**config.mk**
```make
export PLATFORM = sky130hd
export DESIGN_NAME = motor_json_framer_flat
export DESIGN_NICKNAME = d
export VERILOG_FILES = /design/src/rtl/motor_json_framer_if.sv /design/src/rtl/motor_json_framer.sv /design/src/flat_wrapper.sv
export SDC_FILE = /design/constraint.sdc
export NUM_CORES = 1
export LEC_CHECK = 0
export CORE_ASPECT_RATIO = 0.6
export CORE_MARGIN = 8
export CORE_UTILIZATION = 30
export DETAILED_ROUTE_END_ITERATION = 12
export GPL_TIMING_DRIVEN = 0
export PLACE_DENSITY = 0.55
export RECOVER_POWER = 25
export SLEW_MARGIN = 20
export SYNTH_ARGS = -nofsm -noshare
export SYNTH_HDL_FRONTEND = slang
export SYNTH_SLANG_ARGS = --single-unit
```
**constraint.sdc**
```tcl
create_clock -name clk -period 7.3 [get_ports clk]
set_clock_uncertainty 0.05 [all_clocks]
set_input_delay 1.095 -clock clk [delete_from_list [all_inputs] [get_ports clk]]
set_output_delay 1.095 -clock clk [all_outputs]
set_load 0.1 [all_outputs]
```
**src/rtl/motor_json_framer_if.sv**
```systemverilog
// Command/byte-stream bundle for motor_json_framer.
// Handshake rule (both channels): a transfer happens on the rising clk edge where valid && ready are both high;
// the source holds its payload and valid stable until that edge, and ready may depend on nothing but the sink's state.
interface motor_json_framer_if #(
  parameter int SPD_W = 8
);
  logic                    cmd_valid;
  logic                    cmd_ready;
  logic signed [SPD_W-1:0] spd_l;
  logic signed [SPD_W-1:0] spd_r;
  logic [7:0]              tx_data;
  logic                    tx_valid;
  logic                    tx_ready;
  logic                    busy;
  logic                    frame_done;

  modport master (
    output cmd_valid, spd_l, spd_r, tx_ready,
    input  cmd_ready, tx_data, tx_valid, busy, frame_done
  );

  modport slave (
    input  cmd_valid, spd_l, spd_r, tx_ready,
    output cmd_ready, tx_data, tx_valid, busy, frame_done
  );
endinterface

```
**src/rtl/motor_json_framer.sv**
```systemverilog
// Renders clamped signed wheel speeds as {"T":1,"L":<v>,"R":<v>}\n and streams it byte by byte.
// Optional idle heartbeat resend is compiled in with `define MOTOR_HEARTBEAT_EN.
module motor_json_framer #(
  parameter int          SPD_W       = 8,
  parameter int          FRAC_DIGITS = 1,
  parameter int unsigned HB_CYCLES   = 5_000_000
) (
  input  logic               clk,
  input  logic               rst,
  motor_json_framer_if.slave bus,
  output logic [1:0]         o_state
);
  localparam int SCALE   = (FRAC_DIGITS == 2) ? 100 : 10;
  localparam int VAL_LEN = 2 + FRAC_DIGITS;

  typedef enum logic [1:0] {S_IDLE = 2'd0, S_LATCH = 2'd1, S_SEND = 2'd2} state_t;

  typedef struct packed {
    logic       neg;
    logic       int_d;
    logic [3:0] d0;
    logic [3:0] d1;
  } val_t;

  state_t           r_state, w_next_state;
  logic [SPD_W-1:0] r_spd_l, r_spd_r;
  val_t             r_val_l, r_val_r;
  logic [5:0]       r_len, r_idx;
  logic             r_frame_done;
  logic             w_accept, w_hs, w_last, w_hb_fire;
  logic [7:0]       w_byte;

  function automatic val_t conv(input logic signed [SPD_W-1:0] v);
    int   c, mag, frac, q, r;
    val_t o;
    c = int'(v);
    if (c > SCALE) c = SCALE;
    else if (c < -SCALE) c = -SCALE;
    mag     = (c < 0) ? -c : c;
    o.neg   = (c < 0);
    o.int_d = (mag >= SCALE);
    frac    = mag % SCALE;
    q       = (FRAC_DIGITS == 2) ? frac / 10 : frac;
    r       = frac % 10;
    o.d0    = 4'(q);
    o.d1    = 4'(r);
    return o;
  endfunction

  function automatic logic [7:0] val_char(input val_t v, input int p);
    int q;
    if (v.neg && p == 0) return 8'h2D;
    q = p - (v.neg ? 1 : 0);
    case (q)
      0:       return 8'h30 + {7'd0, v.int_d};
      1:       return 8'h2E;
      2:       return 8'h30 + {4'd0, v.d0};
      default: return 8'h30 + {4'd0, v.d1};
    endcase
  endfunction

  function automatic logic [7:0] pre_char(input int i);
    case (i)
      0:             return 8'h7B;
      2:             return 8'h54;
      4, 10:         return 8'h3A;
      5:             return 8'h31;
      6:             return 8'h2C;
      8:             return 8'h4C;
      default:       return 8'h22;
    endcase
  endfunction

  function automatic logic [7:0] mid_char(input int i);
    case (i)
      0:       return 8'h2C;
      2:       return 8'h52;
      4:       return 8'h3A;
      default: return 8'h22;
    endcase
  endfunction

  // Frame layout: 11-byte prefix, Lval, 5-byte ",\"R\":", Rval, '}', '\n'.
  function automatic logic [7:0] byte_at(input logic [5:0] idx, input val_t vl, input val_t vr);
    int i, lv, rv;
    i  = int'(idx);
    lv = VAL_LEN + (vl.neg ? 1 : 0);
    rv = VAL_LEN + (vr.neg ? 1 : 0);
    if (i < 11)             return pre_char(i);
    if (i < 11 + lv)        return val_char(vl, i - 11);
    if (i < 16 + lv)        return mid_char(i - 11 - lv);
    if (i < 16 + lv + rv)   return val_char(vr, i - 16 - lv);
    if (i == 16 + lv + rv)  return 8'h7D;
    return 8'h0A;
  endfunction

  assign w_accept = bus.cmd_valid && bus.cmd_ready;
  assign w_hs     = (r_state == S_SEND) && bus.tx_ready;
  assign w_last   = (r_idx == r_len - 6'd1);
  assign w_byte   = byte_at(r_idx, r_val_l, r_val_r);

`ifdef MOTOR_HEARTBEAT_EN
  logic [31:0] r_idle_cnt;

  // A same-cycle cmd_valid always wins over the heartbeat.
  assign w_hb_fire = (r_state == S_IDLE) && !bus.cmd_valid && (r_idle_cnt == HB_CYCLES - 32'd1);

  always_ff @(posedge clk or posedge rst) begin
    if (rst)                                             r_idle_cnt <= '0;
    else if (r_state != S_IDLE || w_accept || w_hb_fire) r_idle_cnt <= '0;
    else                                                 r_idle_cnt <= r_idle_cnt + 32'd1;
  end
`else
  assign w_hb_fire = 1'b0 & (HB_CYCLES == 0);
`endif

  always_ff @(posedge clk or posedge rst) begin
    if (rst) r_state <= S_IDLE;
    else     r_state <= w_next_state;
  end

  always_comb begin
    w_next_state = r_state;
    case (r_state)
      S_IDLE:  if (w_accept || w_hb_fire) w_next_state = S_LATCH;
      S_LATCH: w_next_state = S_SEND;
      S_SEND:  if (w_hs && w_last) w_next_state = S_IDLE;
      default: w_next_state = S_IDLE;
    endcase
  end

  // frame_done lands on the first IDLE cycle; commands wait one more cycle.
  always_comb begin
    bus.cmd_ready  = (r_state == S_IDLE) && !r_frame_done;
    bus.tx_valid   = (r_state == S_SEND);
    bus.tx_data    = (r_state == S_SEND) ? w_byte : 8'h00;
    bus.busy       = (r_state != S_IDLE);
    bus.frame_done = r_frame_done;
    o_state        = r_state;
  end

  always_ff @(posedge clk or posedge rst) begin
    if (rst) begin
      r_spd_l      <= '0;
      r_spd_r      <= '0;
      r_val_l      <= '0;
      r_val_r      <= '0;
      r_len        <= '0;
      r_idx        <= '0;
      r_frame_done <= 1'b0;
    end else begin
      r_frame_done <= w_hs && w_last;
      if (w_accept) begin
        r_spd_l <= bus.spd_l;
        r_spd_r <= bus.spd_r;
      end
      if (r_state == S_LATCH) begin
        r_val_l <= conv(r_spd_l);
        r_val_r <= conv(r_spd_r);
        r_len   <= 6'(18 + 2 * VAL_LEN) + {5'd0, conv(r_spd_l).neg} + {5'd0, conv(r_spd_r).neg};
        r_idx   <= '0;
      end else if (w_hs) begin
        r_idx <= r_idx + 6'd1;
      end
    end
  end
endmodule
```
**src/flat_wrapper.sv**
```systemverilog
// flat-port wrapper written by rule: the top's interface ports become plain ports
module motor_json_framer_flat 
#(
  parameter int          SPD_W       = 8,
  parameter int          FRAC_DIGITS = 1,
  parameter int unsigned HB_CYCLES   = 5_000_000
)
  (clk, rst, o_state, bus_cmd_valid, bus_spd_l, bus_spd_r, bus_tx_ready, bus_cmd_ready, bus_tx_data, bus_tx_valid, bus_busy, bus_frame_done);
  motor_json_framer_if #(.SPD_W(SPD_W)) bus_i ();
  input  logic clk;
  input  logic rst;
  output logic [1:0] o_state;
  input wire logic [$bits(bus_i.cmd_valid)-1:0] bus_cmd_valid;
  input wire logic [$bits(bus_i.spd_l)-1:0] bus_spd_l;
  input wire logic [$bits(bus_i.spd_r)-1:0] bus_spd_r;
  input wire logic [$bits(bus_i.tx_ready)-1:0] bus_tx_ready;
  output wire logic [$bits(bus_i.cmd_ready)-1:0] bus_cmd_ready;
  output wire logic [$bits(bus_i.tx_data)-1:0] bus_tx_data;
  output wire logic [$bits(bus_i.tx_valid)-1:0] bus_tx_valid;
  output wire logic [$bits(bus_i.busy)-1:0] bus_busy;
  output wire logic [$bits(bus_i.frame_done)-1:0] bus_frame_done;
  assign bus_i.cmd_valid = bus_cmd_valid;
  assign bus_i.spd_l = bus_spd_l;
  assign bus_i.spd_r = bus_spd_r;
  assign bus_i.tx_ready = bus_tx_ready;
  assign bus_cmd_ready = bus_i.cmd_ready;
  assign bus_tx_data = bus_i.tx_data;
  assign bus_tx_valid = bus_i.tx_valid;
  assign bus_busy = bus_i.busy;
  assign bus_frame_done = bus_i.frame_done;
  motor_json_framer #(.SPD_W(SPD_W), .FRAC_DIGITS(FRAC_DIGITS), .HB_CYCLES(HB_CYCLES)) u_core (.clk(clk), .rst(rst), .bus(bus_i), .o_state(o_state));
endmodule
```
# After elaboration in Yosys (flattened, before gate mapping)
# Cells that the tools add are included.
# word_totals
regBits	51
input_bits	20
out_inout_bits	14
word_cells	146
# op_classes
n_addsub	23
div_mod_pow	4
n_lt_le_gt_ge	12
eq_ne	18
n_mux	57
n_reduce_logical	18
# ops
operator	n
32-bit two-way mux	8
32-bit logical NOT	5
32-bit by 5-bit modulo with 32-bit output (second input constant)	4
32-bit subtractor	4
8-bit two-way mux	15
32-bit by 2-bit equality test with 1-bit output (second input constant)	3
7-bit by 32-bit < comparator with 1-bit output	3
3-bit by 32-bit adder with 32-bit output (first input constant)	2
32-bit by 1-bit equality test with 1-bit output (second input constant)	2
32-bit by 5-bit >= comparator with 1-bit output (second input constant)	2
32-bit by 1-bit < comparator with 1-bit output (second input constant)	2
32-bit negation	2
8-bit one-hot mux with 3 select lines	2
7-bit one-hot mux with 6 select lines	1
32-bit adder	1
5-bit by 32-bit adder with 32-bit output (first input constant)	1
6-bit by 32-bit adder with 32-bit output (first input constant)	1
32-bit by 3-bit equality test with 1-bit output (second input constant)	1
7-bit by 32-bit equality test with 1-bit output	1
6-bit by 4-bit adder with 7-bit output (first input constant)	4
1-bit two-way mux	25
7-bit one-hot mux with 3 select lines	1
6-bit by 3-bit equality test with 1-bit output (second input constant)	3
8-bit by 5-bit greater-than comparator with 1-bit output (second input constant)	2
other kinds (25)	37

# Logic depth before layout (Yosys ltp)
# Gate-level depths: netlist of run 1.
# logic_depth
word_depth	21
mapped_depth	33
depth_no_buf	28

# Worst setup path before layout of run 1
# No wires, ideal clock.
# synth_path
kind	register -> output
from	register u_core.r_val_l[9] in the netlist's numbering
to	output port bus_tx_data[2]
arrival_time_ps	6301
required_ps	6155
slack_ps	-146
stages_incl_launch_ff	20
path_buffers	0
cell_sequence	dfrtp_1 inv_1 ha_1 fa_1 nor2b_1 nor3_1 nand2_1 ha_1 nor4_1 nand2_1 nor4_1 a31oi_1 or2_2 a221oi_1 o2111ai_1 o2111ai_1 o21ai_0 a22oi_1 nor2_1 a311oi_1
# synth_between
elab_chain_cells	19
# synth_rtl
item	line_no	rtl
start, declared	motor_json_framer.sv:27	val_t r_val_l, r_val_r;
start signal, assigned	motor_json_framer.sv:158	r_val_l <= conv(r_spd_l);
branches (longest 16 deep; another with 3-bit by 32-bit adder with 32-bit output)	--	
8-bit two-way mux (*)	motor_json_framer.sv:91	if (i < 16 + lv) return mid_char(i - 11 - lv);
8-bit two-way mux (*)	motor_json_framer.sv:90	if (i < 11 + lv) return val_char(vl, i - 11);
8-bit two-way mux (*)	motor_json_framer.sv:136	bus.tx_data = (r_state == S_SEND) ? w_byte : 8'h00;
end, declared	flat_wrapper.sv:18	output wire logic [$bits(bus_i.tx_data)-1:0] bus_tx_data;
# Mark *: on every way between the ends. The select of a mux whose other input is x is not followed.

# Worst setup path in the final report of run 1
# layout_path
from	register u_core.r_spd_l[4]
to	register u_core.r_val_l[3] in the netlist's numbering
# layout_between
elab_chain_cells	8
# layout_rtl
item	line_no	rtl
start, declared	motor_json_framer.sv:26	logic [SPD_W-1:0] r_spd_l, r_spd_r;
start signal, assigned	motor_json_framer.sv:154	r_spd_l <= bus.spd_l;
8-bit by 5-bit < comparator with 1-bit output	motor_json_framer.sv:38	else if (c < -SCALE) c = -SCALE;
32-bit two-way mux	motor_json_framer.sv:38	
32-bit two-way mux (*)	motor_json_framer.sv:37	if (c > SCALE) c = SCALE;
32-bit two-way mux (*)	motor_json_framer.sv:157	if (r_state == S_LATCH) begin
32-bit negation / 32-bit by 1-bit < comparator with 1-bit output (equally long branches)	motor_json_framer.sv:39	mag = (c < 0) ? -c : c;
32-bit two-way mux (*)	motor_json_framer.sv:39	
32-bit by 5-bit modulo with 32-bit output (*)	motor_json_framer.sv:42	frac = mag % SCALE;
32-bit by 5-bit modulo with 32-bit output (*)	motor_json_framer.sv:44	r = frac % 10;
# Every way passes the cells marked *; elsewhere a longest branch is shown, timed or not. The select of a mux whose other input is x is not followed.
# A chain may end at the register's enable or synchronous reset.

==> results of run 1 <==
## sequential cells by signal (all words and copies together) (netlist names)
signal,flops
u_core.bus.frame_done,1
u_core.o_state,2
u_core.r_idx,6
u_core.r_len,3
u_core.r_spd_l,8
u_core.r_spd_r,8
u_core.r_val_l,9
u_core.r_val_r,9
## layout by cell type (no fill, tap or decap), types with 6 or more instances in the layout
cell type	n
sky130_fd_sc_hd__clkdlybuf4s50_1	26
sky130_fd_sc_hd__a211oi_1	10
sky130_fd_sc_hd__buf_2	11
sky130_fd_sc_hd__and3_1	10
sky130_fd_sc_hd__clkbuf_1	22
sky130_fd_sc_hd__ha_1	65
sky130_fd_sc_hd__nor4_1	13
sky130_fd_sc_hd__and2_1	13
sky130_fd_sc_hd__nand3_1	22
sky130_fd_sc_hd__nand2b_1	9
sky130_fd_sc_hd__a21oi_1	49
sky130_fd_sc_hd__nand2_1	97
sky130_fd_sc_hd__nor2_1	75
sky130_fd_sc_hd__or2_2	10
sky130_fd_sc_hd__nand4_1	15
sky130_fd_sc_hd__a31oi_1	17
sky130_fd_sc_hd__o21a_1	8
sky130_fd_sc_hd__mux2_2	16
sky130_fd_sc_hd__nor4b_1	6
sky130_fd_sc_hd__dfrtp_1	45
sky130_fd_sc_hd__xor2_1	9
sky130_fd_sc_hd__inv_1	36
sky130_fd_sc_hd__o21ai_1	10
sky130_fd_sc_hd__o211ai_1	9
sky130_fd_sc_hd__a221oi_1	6
sky130_fd_sc_hd__nor3b_1	6
sky130_fd_sc_hd__o22ai_1	7
sky130_fd_sc_hd__o21ai_0	67
sky130_fd_sc_hd__a21o_1	11
sky130_fd_sc_hd__xnor2_1	25
sky130_fd_sc_hd__nor2b_1	14
sky130_fd_sc_hd__nor3_1	36
## worst reg2reg max path: cells and delay by family, from the launching register on
| kind | cells | cell delay, ps |
|---|---|---|
| buffers and inverters | 5 | 860 |
| flip-flops | 1 | 540 |
| XOR/XNOR | 2 | 350 |
| AO/OA/AOI/OAI | 6 | 1470 |
| multiplexers | 1 | 300 |
| AND/OR/NAND/NOR | 13 | 2240 |
| adder cells (fa/ha/maj) | 4 | 1020 |
## stage by stage
step	worst slack, ps	utilization (%)	hold WS [ps]	instance area [um2]	cells
final	393.4	34.94	430.3	7730	1241
after global routing	22.07	34.94	462.5	7730	1241
after CTS	41.17	34.80	436.8	7699	1242
after detailed placement	-399.6	33.95	419.9	7511	1231
after global placement	-358.3	33.86	414.9	7491	1230
after floorplan	494.3	-	389.1	6785	890
## repair_timing
action                                 in CTS  in global routing
gates resized for setup                    17                 23
buffers inserted                            3                  1
pin swaps                                   1                  1
hold buffers                                0                  0
setup endpoints to repair                   7                 12
endpoints found under the hold margin       0                  0
## worst paths after layout
path | start | to | slack (ps) | cells after the start
max in group asynchronous | rst | u_core.r_idx[0]$_DFFE_PP0P_ | 3750 | 3
min in group asynchronous | rst | u_core.r_spd_l[5]$_DFFE_PP0P_ | 1240 | 2
max reg2reg | u_core.r_spd_l[4]$_DFFE_PP0P_ | u_core.r_val_l[3]$_DFFE_PP0P_ | 390 | 31
min | u_core.r_val_r[0]$_DFFE_PP0P_ | u_core.r_val_r[0]$_DFFE_PP0P_ | 430 | 2
max | u_core.r_spd_l[4]$_DFFE_PP0P_ | u_core.r_val_l[3]$_DFFE_PP0P_ | 390 | 31
min reg2reg | u_core.r_val_r[0]$_DFFE_PP0P_ | u_core.r_val_r[0]$_DFFE_PP0P_ | 430 | 2
## cell families after synthesis
logic type      after synthesis  share of synthesized area (%)
simple gates                364                          28.13
compound gates              267                          27.59
buf+inv                      83                          5.426
fa+ha+maj                    73                          13.70
flops                        46                          16.98
xor+xnor                     34                          4.393
mux                          22                          3.728
other cells                   1                        0.05532
## metal layers
metal / GRT usage [%] / vias up / share of wire, %
li1: - / 3400 / -
met3: 2.995 / 13 / 6.9
met1: 23.72 / 3246 / 56
met2: 19.41 / 231 / 37
met4: 1.638 / 0 / 0.54
met5: 0 / - / 0
## final cells by class
type	instances	area share, %
well taps	308	4.985
inverters	39	1.942
multi-input cells	761	69.02
plain buffers	42	2.768
clock buffers	5	1.619
repair buffers	37	4.451
flip-flops and latches	46	14.91
clock inverters	3	0.3075
==> impl_summary.log, run 1 <==
[metrics] run status: finished, violations left
[metrics] violated checks: max-capacitance violations, max-slew violations
[metrics] First DRT Iteration DRCs: 692
[metrics] synthesized net count: 980
[metrics] Post-synth EDFFs: 0
[metrics] clock transition at the registers of the reported paths: 70 ps
[metrics] number of primary I/O pins: 34
[metrics] global-route total usage across every layer: 14.65%
[metrics] cell types with the highest counts after synthesis: 99 x sky130_fd_sc_hd__nand2_1, 76 x sky130_fd_sc_hd__nor2_1, 69 x sky130_fd_sc_hd__o21ai_0
[metrics] Mapped Avg Cell Area: 7.617 um2
[metrics] Post-Synthesis Cells: 890
[metrics] first-pass iteration count of the detailed router: 5
[metrics] final sum of negative setup slack: 0 ps
[metrics] number of different library cells in the post-synthesis netlist: 99
[metrics] Syn Std Cell Area: 6779 um2
[metrics] total buffers and inverters traversed by the critical path: 5
[metrics] num rows: 42
[metrics] Final Max Slew Viols: 32
[metrics] number of CTS-inserted buffers: 5
[metrics] HPWL reported at the end of detailed placement: 16410 um
[metrics] Slew @ Worst Pin: 1792 ps
[metrics] starting density of the core: 30.64%
[metrics] fraction of final layout cells sized beyond drive strength 1: 11.36%
[metrics] combined area of the multi-input logic cells: 5335 um2
[metrics] element type at the critical path start: register
[metrics] maximum number of pins on one net before global-route repair: 32
[metrics] sink count of the clock tree: 46
[metrics] number of synthesis warnings: 0
[metrics] async set-or-reset flop fraction in the synthesized netlist: 100.0%
[metrics] global placer's final weighted congestion: 0.9065
[metrics] Seq/Total Area, Yosys: 16.98%
[metrics] number of antenna violations at the first check in global routing: 0
[metrics] post-synthesis sequential element count: 46
[metrics] fraction of the cycle the final worst path needs: 94.61%
[metrics] gate family responsible for the most delay along the worst path: simple AND/OR/NAND/NOR gates
[metrics] first-pass GRT wire length: 33950 um
[metrics] clock latency reported for the late side of the worst-skew pair: 310 ps
[metrics] cell with the most instances after synthesis: sky130_fd_sc_hd__nand2_1
[metrics] layout overhead on the synthesized area: 14.03%
[metrics] share of the synthesized area in the top cell type: 16.98%
[metrics] count of H-tree levels built during CTS: 2
[metrics] final-layout fill cell count: 2352
[metrics] relative slew slack: -19.47%
[metrics] critical path data required time: 7480 ps
[metrics] setup violators final: 0
[metrics] HP Class: reg -> reg
[metrics] dominant cell type by area after synthesis: sky130_fd_sc_hd__dfrtp_1
[metrics] die width: 210.1 um
[metrics] Final Critical Period: 6907 ps
[metrics] routed wire length: 20500 um
[metrics] most instantiated flip-flop cell in the synthesis netlist: sky130_fd_sc_hd__dfrtp_1
[metrics] crit-path max FO: 12
[metrics] Setup crit end kind: register
[metrics] vertical die dimension: 132.4 um
[metrics] detailed-route vias per instance: 5.552
[metrics] antenna diode count: 0
[metrics] count of input and output buffers: 32
[metrics] post-route DRC violation count: 0
[metrics] highest achievable clock rate: 144.8 MHz
[metrics] sequential cell area in the final layout: 1152 um2
[metrics] maximum root-to-sink buffer count: 2
[metrics] Crit path largest cell delay: 540 ps
[metrics] vias: 6890
[metrics] vias in the first global route: 6433
[metrics] data arrival time of the worst path: 7090 ps
[metrics] class of the most critical setup path: reg -> reg
[metrics] Total Die Area: 27820 um2
[metrics] final routed wire length divided by cell count: 16.52 um
[metrics] Area contributors post-synth: sky130_fd_sc_hd__dfrtp_1 17%, sky130_fd_sc_hd__ha_1 12%, sky130_fd_sc_hd__nand2_1 5.5%, sky130_fd_sc_hd__o21ai_0 5.1%, sky130_fd_sc_hd__nor2_1 4.2%
[metrics] overall overflow remaining after global route: 0
[metrics] Root Buffer: sky130_fd_sc_hd__clkbuf_16
[metrics] layout net count: 1022
[metrics] post-detailed-route count of antenna-violating nets: 0
[metrics] slowest stage cell on the critical path: sky130_fd_sc_hd__dfrtp_1
[metrics] RSZ-0062 raised after global routing: false
[metrics] TritonCTS clock tree: done
[metrics] Hold Vio Cnt, Final: 0
[metrics] max-capacitance violation count: 1
[metrics] Std-Cell Core Area: 22120 um2
Power of run 1 is not shown: default switching activity piles up to over one toggle a cycle in this logic, so the estimate is an artifact.
==> run 2, diff against run 1 <==
==> constraint.sdc (replaced) <==
create_clock -name clk -period 6.8 [get_ports clk]
set_clock_uncertainty 0.05 [all_clocks]
set_input_delay 2.04 -clock clk [delete_from_list [all_inputs] [get_ports clk]]
set_output_delay 2.04 -clock clk [all_outputs]
set_load 0.1 [all_outputs]
==> run 2 against run 1 <==
Cell area increased by 11%. Sequential cell count unchanged. Via count increased by 2.8%. Hold slack about the same. The run ends with negative setup slack left. Clock-buffer cell count increased by 1. Core utilization increased by 3.7 points. Sequential share of layout area decreased by 1.3 points. Wire length increased by 7.7%. Critical path depth decreased by 9. Non-clock buffer count increased by 28. Register-to-register slack got worse by 180 ps. First-iteration DRC count decreased by 5.9%.
==> impl_summary.log, run 2 (synthesis results as in run 1) <==
[metrics] RSZ-0062 raised after global routing: true
[metrics] slowest stage cell on the critical path: sky130_fd_sc_hd__dfrtp_2
[metrics] routed wire length: 22080 um
[metrics] element type at the critical path start: register
[metrics] layout net count: 1050
[metrics] Hold Vio Cnt, Final: 0
[metrics] minimum setup slack after placement: -1600 ps
[metrics] TritonCTS clock tree: done
[metrics] num rows: 42
[metrics] clock transition at the registers of the reported paths: 60 ps
[metrics] relative slew slack: 18.64%
[metrics] clock latency reported for the late side of the worst-skew pair: 290 ps
[metrics] total buffers and inverters traversed by the critical path: 3
[metrics] maximum root-to-sink buffer count: 2
[metrics] sink count of the clock tree: 46
[metrics] number of primary I/O pins: 34
[metrics] commonest cells after routing, fill and taps aside: 92 x sky130_fd_sc_hd__nand2_1, 69 x sky130_fd_sc_hd__nor2_1, 58 x sky130_fd_sc_hd__o21ai_0, 58 x sky130_fd_sc_hd__ha_1, 43 x sky130_fd_sc_hd__a21oi_1
[metrics] first-pass GRT wire length: 35130 um
[metrics] setup violators final: 3
[metrics] Final Critical Period: 6916 ps
[metrics] maximum number of pins on one net before global-route repair: 29
[metrics] Setup crit end kind: output port
[metrics] die width: 210.1 um
[metrics] global routing usage on met1: 24.24%
[metrics] post-detailed-route count of antenna-violating nets: 0
[metrics] post-route DRC violation count: 0
[metrics] First DRT Iteration DRCs: 651
[metrics] biggest regs: u_core.r_val_l x9, u_core.r_val_r x9
[metrics] global placer's final weighted congestion: 0.9200
[metrics] Crit path largest cell delay: 450 ps
[metrics] HP Class: reg -> reg
[metrics] hold buffers post-CTS: 0
[metrics] vias: 7083
[metrics] global-route total usage across every layer: 15.11%
[metrics] Slew @ Worst Pin: 1219 ps
[metrics] fraction of the cycle the final worst path needs: 101.7%
[metrics] count of input and output buffers: 32
[metrics] gate family responsible for the most delay along the worst path: compound AO/OA/AOI/OAI gates
[metrics] Total Die Area: 27820 um2
[metrics] number of CTS-inserted buffers: 5
[metrics] detailed-route vias per instance: 5.586
[metrics] HPWL reported at the end of detailed placement: 16840 um
[metrics] Std-Cell Core Area: 22120 um2
[metrics] Root Buffer: sky130_fd_sc_hd__clkbuf_16
[metrics] data arrival time of the worst path: 4830 ps
[metrics] Most Crowded Layer GR: met1
[metrics] max-capacitance violation count: 0
[metrics] violated checks: negative setup slack
[metrics] vias in the first global route: 6608
[metrics] crit-path max FO: 7
[metrics] number of antenna violations at the first check in global routing: 1
[metrics] starting density of the core: 30.64%
[metrics] met2 track utilization from global routing: 20.02%
[metrics] class of the most critical setup path: reg -> out
[metrics] fraction of final layout cells sized beyond drive strength 1: 22.50%
[metrics] final worst slack: -115.7 ps
[metrics] first-pass iteration count of the detailed router: 5
[metrics] layout overhead on the synthesized area: 26.23%
[metrics] antenna diode count: 0
[metrics] overall overflow remaining after global route: 0
[metrics] critical path data required time: 4710 ps
[metrics] met3 demand-to-capacity share in global routing: 3.325%
[metrics] run status: finished, violations left
[metrics] sequence of cells on the critical path: clkinvlp_4, ha_4, fa_2, nor2b_4, nor3_4, nand2_1, ha_2, nand2_2, nor4_4, nand2_1, nor4_2, a31oi_1, or2_4, a221oi_4, o2111ai_4, buf_4, o31a_1, a21o_1, a221oi_2, a21oi_2, nor2_4, buf_12
[metrics] final routed wire length divided by cell count: 17.41 um
[metrics] highest achievable clock rate: 144.6 MHz
[metrics] vertical die dimension: 132.4 um
[metrics] cell mode on critical path: sky130_fd_sc_hd__nand2_1
[metrics] count of H-tree levels built during CTS: 2
[metrics] most frequent standard cell in the layout excluding fill and tap cells: sky130_fd_sc_hd__nand2_1
[metrics] Final Max Slew Viols: 0
==> run 2: cell types whose count changed in the layout (fill, tap and decap cells not counted), moves of 7 or more <==
cell / delta
sky130_fd_sc_hd__buf_4: +27
sky130_fd_sc_hd__dfrtp_1: -8
sky130_fd_sc_hd__dfrtp_2: +8
sky130_fd_sc_hd__ha_1: -7
sky130_fd_sc_hd__o21ai_0: -9
sky130_fd_sc_hd__o21ai_2: +7
==> run 2: path summary, 6_finish.rpt <==
kind | from | to | slack, ps | depth (start not counted)
min reg2reg | u_core.r_len[3]$_DFFE_PP0P_ | u_core.r_len[3]$_DFFE_PP0P_ | 430 | 2
max | u_core.r_val_l[9]$_DFFE_PP0P_ | bus_tx_data[0] | -120 | 22
min | u_core.r_len[3]$_DFFE_PP0P_ | u_core.r_len[3]$_DFFE_PP0P_ | 430 | 2
min in group asynchronous | rst | u_core.r_spd_l[3]$_DFFE_PP0P_ | 2470 | 2
max in group asynchronous | rst | u_core.r_idx[5]$_DFFE_PP0P_ | 3420 | 2
max reg2reg | u_core.r_spd_l[5]$_DFFE_PP0P_ | u_core.r_val_l[3]$_DFFE_PP0P_ | 210 | 32
==> run 2: final cells by class <==
class / instances / area [um2]
clock buffers: 6 / 138.9
plain buffers: 40 / 226.5
clock inverters: 1 / 30.03
repair buffers: 67 / 651.9
flip-flops and latches: 46 / 1162
inverters: 39 / 161.4
well taps: 308 / 385.4
multi-input cells: 761 / 5801
fillers: 2251 / 13570
==> run 2: layer usage <==
layer,wire (um),part of all wire [%]
met5,68,0.31
met2,8339,38
met3,1818,8.2
met4,76,0.34
met1,11780,53
==> run 2: timing repair <==
item / CTS / global route
resized for setup: 94 / 87
gates cloned: 0 / 0
pin swaps: 12 / 27
setup endpoints to repair: 13 / 13
buffers inserted: 21 / 13
==> run 2: tightest hold or removal path: stages (launching register included) <==
cell                      delay (ps)
sky130_fd_sc_hd__dfrtp_1         340
sky130_fd_sc_hd__inv_1            50
sky130_fd_sc_hd__nand2_1          50
==> run 2: metrics by stage <==
step | hold slack [ps] | instance area (um2) | std cells | utilization (%) | setup TNS, ps
2_1_floorplan | 389.1 | 6842 | 890 | - | -553.7
3_3_place_gp | 412.7 | 7547 | 1230 | 34.11 | -11350
3_5_place_dp | 416.6 | 7575 | 1231 | 34.24 | -11380
4_1_cts | 432.4 | 8102 | 1257 | 36.62 | -78.34
5_1_grt | 475.0 | 8557 | 1268 | 38.68 | -1843
6_report | 430.5 | 8557 | 1268 | 38.68 | -298.9
Power of run 2 is left out for the same reason.
==> run 3, diff against run 2 <==
--- a/config.mk
+++ b/config.mk
@@ -8,6 +8,7 @@
 export CORE_ASPECT_RATIO = 0.6
 export CORE_MARGIN = 8
 export CORE_UTILIZATION = 30
+export CTS_BUF_LIST = sky130_fd_sc_hd__clkbuf_4 sky130_fd_sc_hd__clkbuf_8
 export DETAILED_ROUTE_END_ITERATION = 12
 export GPL_TIMING_DRIVEN = 0
 export PLACE_DENSITY = 0.55
==> run 3 against run 2 <==
The flow still finishes with violations (negative setup slack). Via count rose by 0.85%. Core utilization shrank 0.41 points. First-iteration DRC count fell by 0.15%. Wire length rose by 0.30%. Critical path type unchanged. Global-route usage is essentially flat. Fmax hardly changed. Cell count is 0.16% lower. Cell area fell by 1.1%. Critical path depth unchanged. Hold slack improved by 7.0 ps.
==> impl_summary.log, run 3 (synthesis results as in run 1) <==
[metrics] run status: finished, violations left
[metrics] violated checks: negative setup slack
[metrics] Setup crit end kind: output port
[metrics] Root Buffer: sky130_fd_sc_hd__clkbuf_8
[metrics] post-detailed-route count of antenna-violating nets: 0
[metrics] final standard cell count with taps included and fillers excluded: 1266
[metrics] final design instance area without fill: 8467 um2
[metrics] starting density of the core: 30.64%
[metrics] HP Class: reg -> reg
[metrics] Std-Cell Core Area: 22120 um2
[metrics] slack of the worst reg-to-reg path: 200 ps
[metrics] HPWL reported at the end of detailed placement: 16840 um
[metrics] antenna diode count: 0
[metrics] post-route DRC violation count: 0
[metrics] critical path data required time: 4710 ps
[metrics] setup violators final: 3
[metrics] met3 demand-to-capacity share in global routing: 3.348%
[metrics] number of CTS-inserted buffers: 5
[metrics] Placed Area: 7575 um2
[metrics] max-capacitance violation count: 0
[metrics] num rows: 42
[metrics] Most Crowded Layer GR: met1
[metrics] first-pass iteration count of the detailed router: 5
[metrics] global routing usage on met1: 24.24%
[metrics] number of antenna violations at the first check in global routing: 1
[metrics] TritonCTS clock tree: done
[metrics] sink count of the clock tree: 46
[metrics] Hold Path Cell Cnt: 2
[metrics] hold buffers post-CTS: 0
[metrics] met2 track utilization from global routing: 20.14%
[metrics] RSZ-0062 raised after global routing: true
[metrics] first-pass GRT wire length: 35200 um
[metrics] commonest cells after routing, fill and taps aside: 91 x sky130_fd_sc_hd__nand2_1, 70 x sky130_fd_sc_hd__nor2_1, 61 x sky130_fd_sc_hd__o21ai_0
[metrics] fraction of final layout cells sized beyond drive strength 1: 22.03%
[metrics] vias in the first global route: 6627
[metrics] vertical die dimension: 132.4 um
[metrics] final-layout fill cell count: 2262
[metrics] overall overflow remaining after global route: 0
[metrics] final sum of negative setup slack: -343.6 ps
[metrics] final routed wire length divided by cell count: 17.49 um
[metrics] relative slew slack: 20.01%
[metrics] Final Max Slew Viols: 0
[metrics] worst r2r path cells: 32
[metrics] clock transition at the registers of the reported paths: 90 ps
[metrics] endpoint of the worst hold path: u_core.r_len[3]$_DFFE_PP0P_
[metrics] maximum root-to-sink buffer count: 2
[metrics] detailed-route vias per instance: 5.642
[metrics] class of the most critical setup path: reg -> out
[metrics] Final Critical Period: 6919 ps
[metrics] Slew @ Worst Pin: 1198 ps
[metrics] clock latency reported for the late side of the worst-skew pair: 310 ps
[metrics] layout overhead on the synthesized area: 24.90%
[metrics] final worst slack: -119.3 ps
[metrics] count of input and output buffers: 32
[metrics] launch point of the worst reg-to-reg path: u_core.r_spd_l[5]$_DFFE_PP0P_
[metrics] data arrival time of the worst path: 4830 ps
[metrics] die width: 210.1 um
[metrics] First DRT Iteration DRCs: 650
[metrics] minimum setup slack after placement: -1600 ps
[metrics] layout net count: 1048
[metrics] maximum number of pins on one net before global-route repair: 29
[metrics] most frequent standard cell in the layout excluding fill and tap cells: sky130_fd_sc_hd__nand2_1
[metrics] element type at the critical path start: register
[metrics] count of H-tree levels built during CTS: 2
[metrics] crit-path max FO: 6
[metrics] global-route total usage across every layer: 15.13%
[metrics] biggest regs: u_core.r_val_l x9, u_core.r_val_r x9
[metrics] combined area of the multi-input logic cells: 5798 um2
[metrics] dpl cells: 1231
[metrics] vias: 7143
[metrics] fraction of the cycle the final worst path needs: 101.8%
[metrics] Hold Vio Cnt, Final: 0
[metrics] sequential cell area in the final layout: 1161 um2
[metrics] highest achievable clock rate: 144.5 MHz
[metrics] routed wire length: 22150 um
[metrics] HP Start: u_core.r_len[3]$_DFFE_PP0P_
[metrics] Total Die Area: 27820 um2
[metrics] global placer's final weighted congestion: 0.9200
[metrics] endpoint of the most critical register-to-register path: u_core.r_val_l[3]$_DFFE_PP0P_
[metrics] number of primary I/O pins: 34
run 3: changes by cell type in the layout (fill, tap and decap cells not counted), sizes merged:
cell | previous run | this run
buf | 61 | 59
run 3: through the flow:
step           hold WS, ps  util [%]
4_1_cts              439.6     36.43
3_5_place_dp         416.6     34.24
2_1_floorplan        389.1         -
6_report             437.5     38.27
3_3_place_gp         412.7     34.11
5_1_grt              468.5     38.27
run 3: worst max-delay path by stage:
stage                                   from        endpoint  slack, ps
4_1_cts        u_core.r_val_l[9]$_DFFE_PP0P_  bus_tx_data[3]        -50
5_1_grt        u_core.r_val_l[9]$_DFFE_PP0P_  bus_tx_data[0]       -290
3_5_place_dp     u_core.r_idx[4]$_DFFE_PP0P_  bus_tx_data[2]      -1600
2_1_floorplan    u_core.r_idx[0]$_DFFE_PP0P_  bus_tx_data[2]       -550
3_3_place_gp     u_core.r_idx[4]$_DFFE_PP0P_  bus_tx_data[2]      -1670
6_report       u_core.r_val_l[9]$_DFFE_PP0P_  bus_tx_data[0]       -120
run 3: timing repair:
action,CTS,global route
gates resized for setup,95,77
pin swaps,15,19
setup endpoints to repair,13,13
setup buffers,23,9
run 3: per-layer routing:
layer / part of all wire (%) / up-vias
met5: 0.31 / -
met4: 0.49 / 4
met3: 8.0 / 14
met2: 38 / 257
met1: 54 / 3413
li1: - / 3455
run 3: critical path, cell delays in order, from the launching register on:
cell and delay (ps):
sky130_fd_sc_hd__dfrtp_2 460, sky130_fd_sc_hd__clkinvlp_4 200, sky130_fd_sc_hd__ha_4 210, sky130_fd_sc_hd__fa_2 380, sky130_fd_sc_hd__nor2b_4 160, sky130_fd_sc_hd__nor3_4 70, sky130_fd_sc_hd__nand2_1 90, sky130_fd_sc_hd__ha_1 160
sky130_fd_sc_hd__nand2_2 80, sky130_fd_sc_hd__nor4_4 300, sky130_fd_sc_hd__nand2_1 110, sky130_fd_sc_hd__nor4_2 160, sky130_fd_sc_hd__a31oi_1 80, sky130_fd_sc_hd__or2_4 260, sky130_fd_sc_hd__a221oi_4 310, sky130_fd_sc_hd__o2111ai_4 220
sky130_fd_sc_hd__buf_6 190, sky130_fd_sc_hd__o31a_1 230, sky130_fd_sc_hd__a21o_1 180, sky130_fd_sc_hd__a221oi_2 290, sky130_fd_sc_hd__a21oi_2 70, sky130_fd_sc_hd__nor2_4 120, sky130_fd_sc_hd__buf_12 190
run 3: cell type report:
cell class              count  share of cell area (%)
multi-input cells         761                   68.48
flip-flops and latches     46                   13.71
repair buffers             65                   7.418
well taps                 308                   4.552
plain buffers              40                   2.601
inverters                  39                   1.906
clock buffers               6                  0.9753
clock inverters             1                  0.3547
Power of run 3 is left out for the same reason.
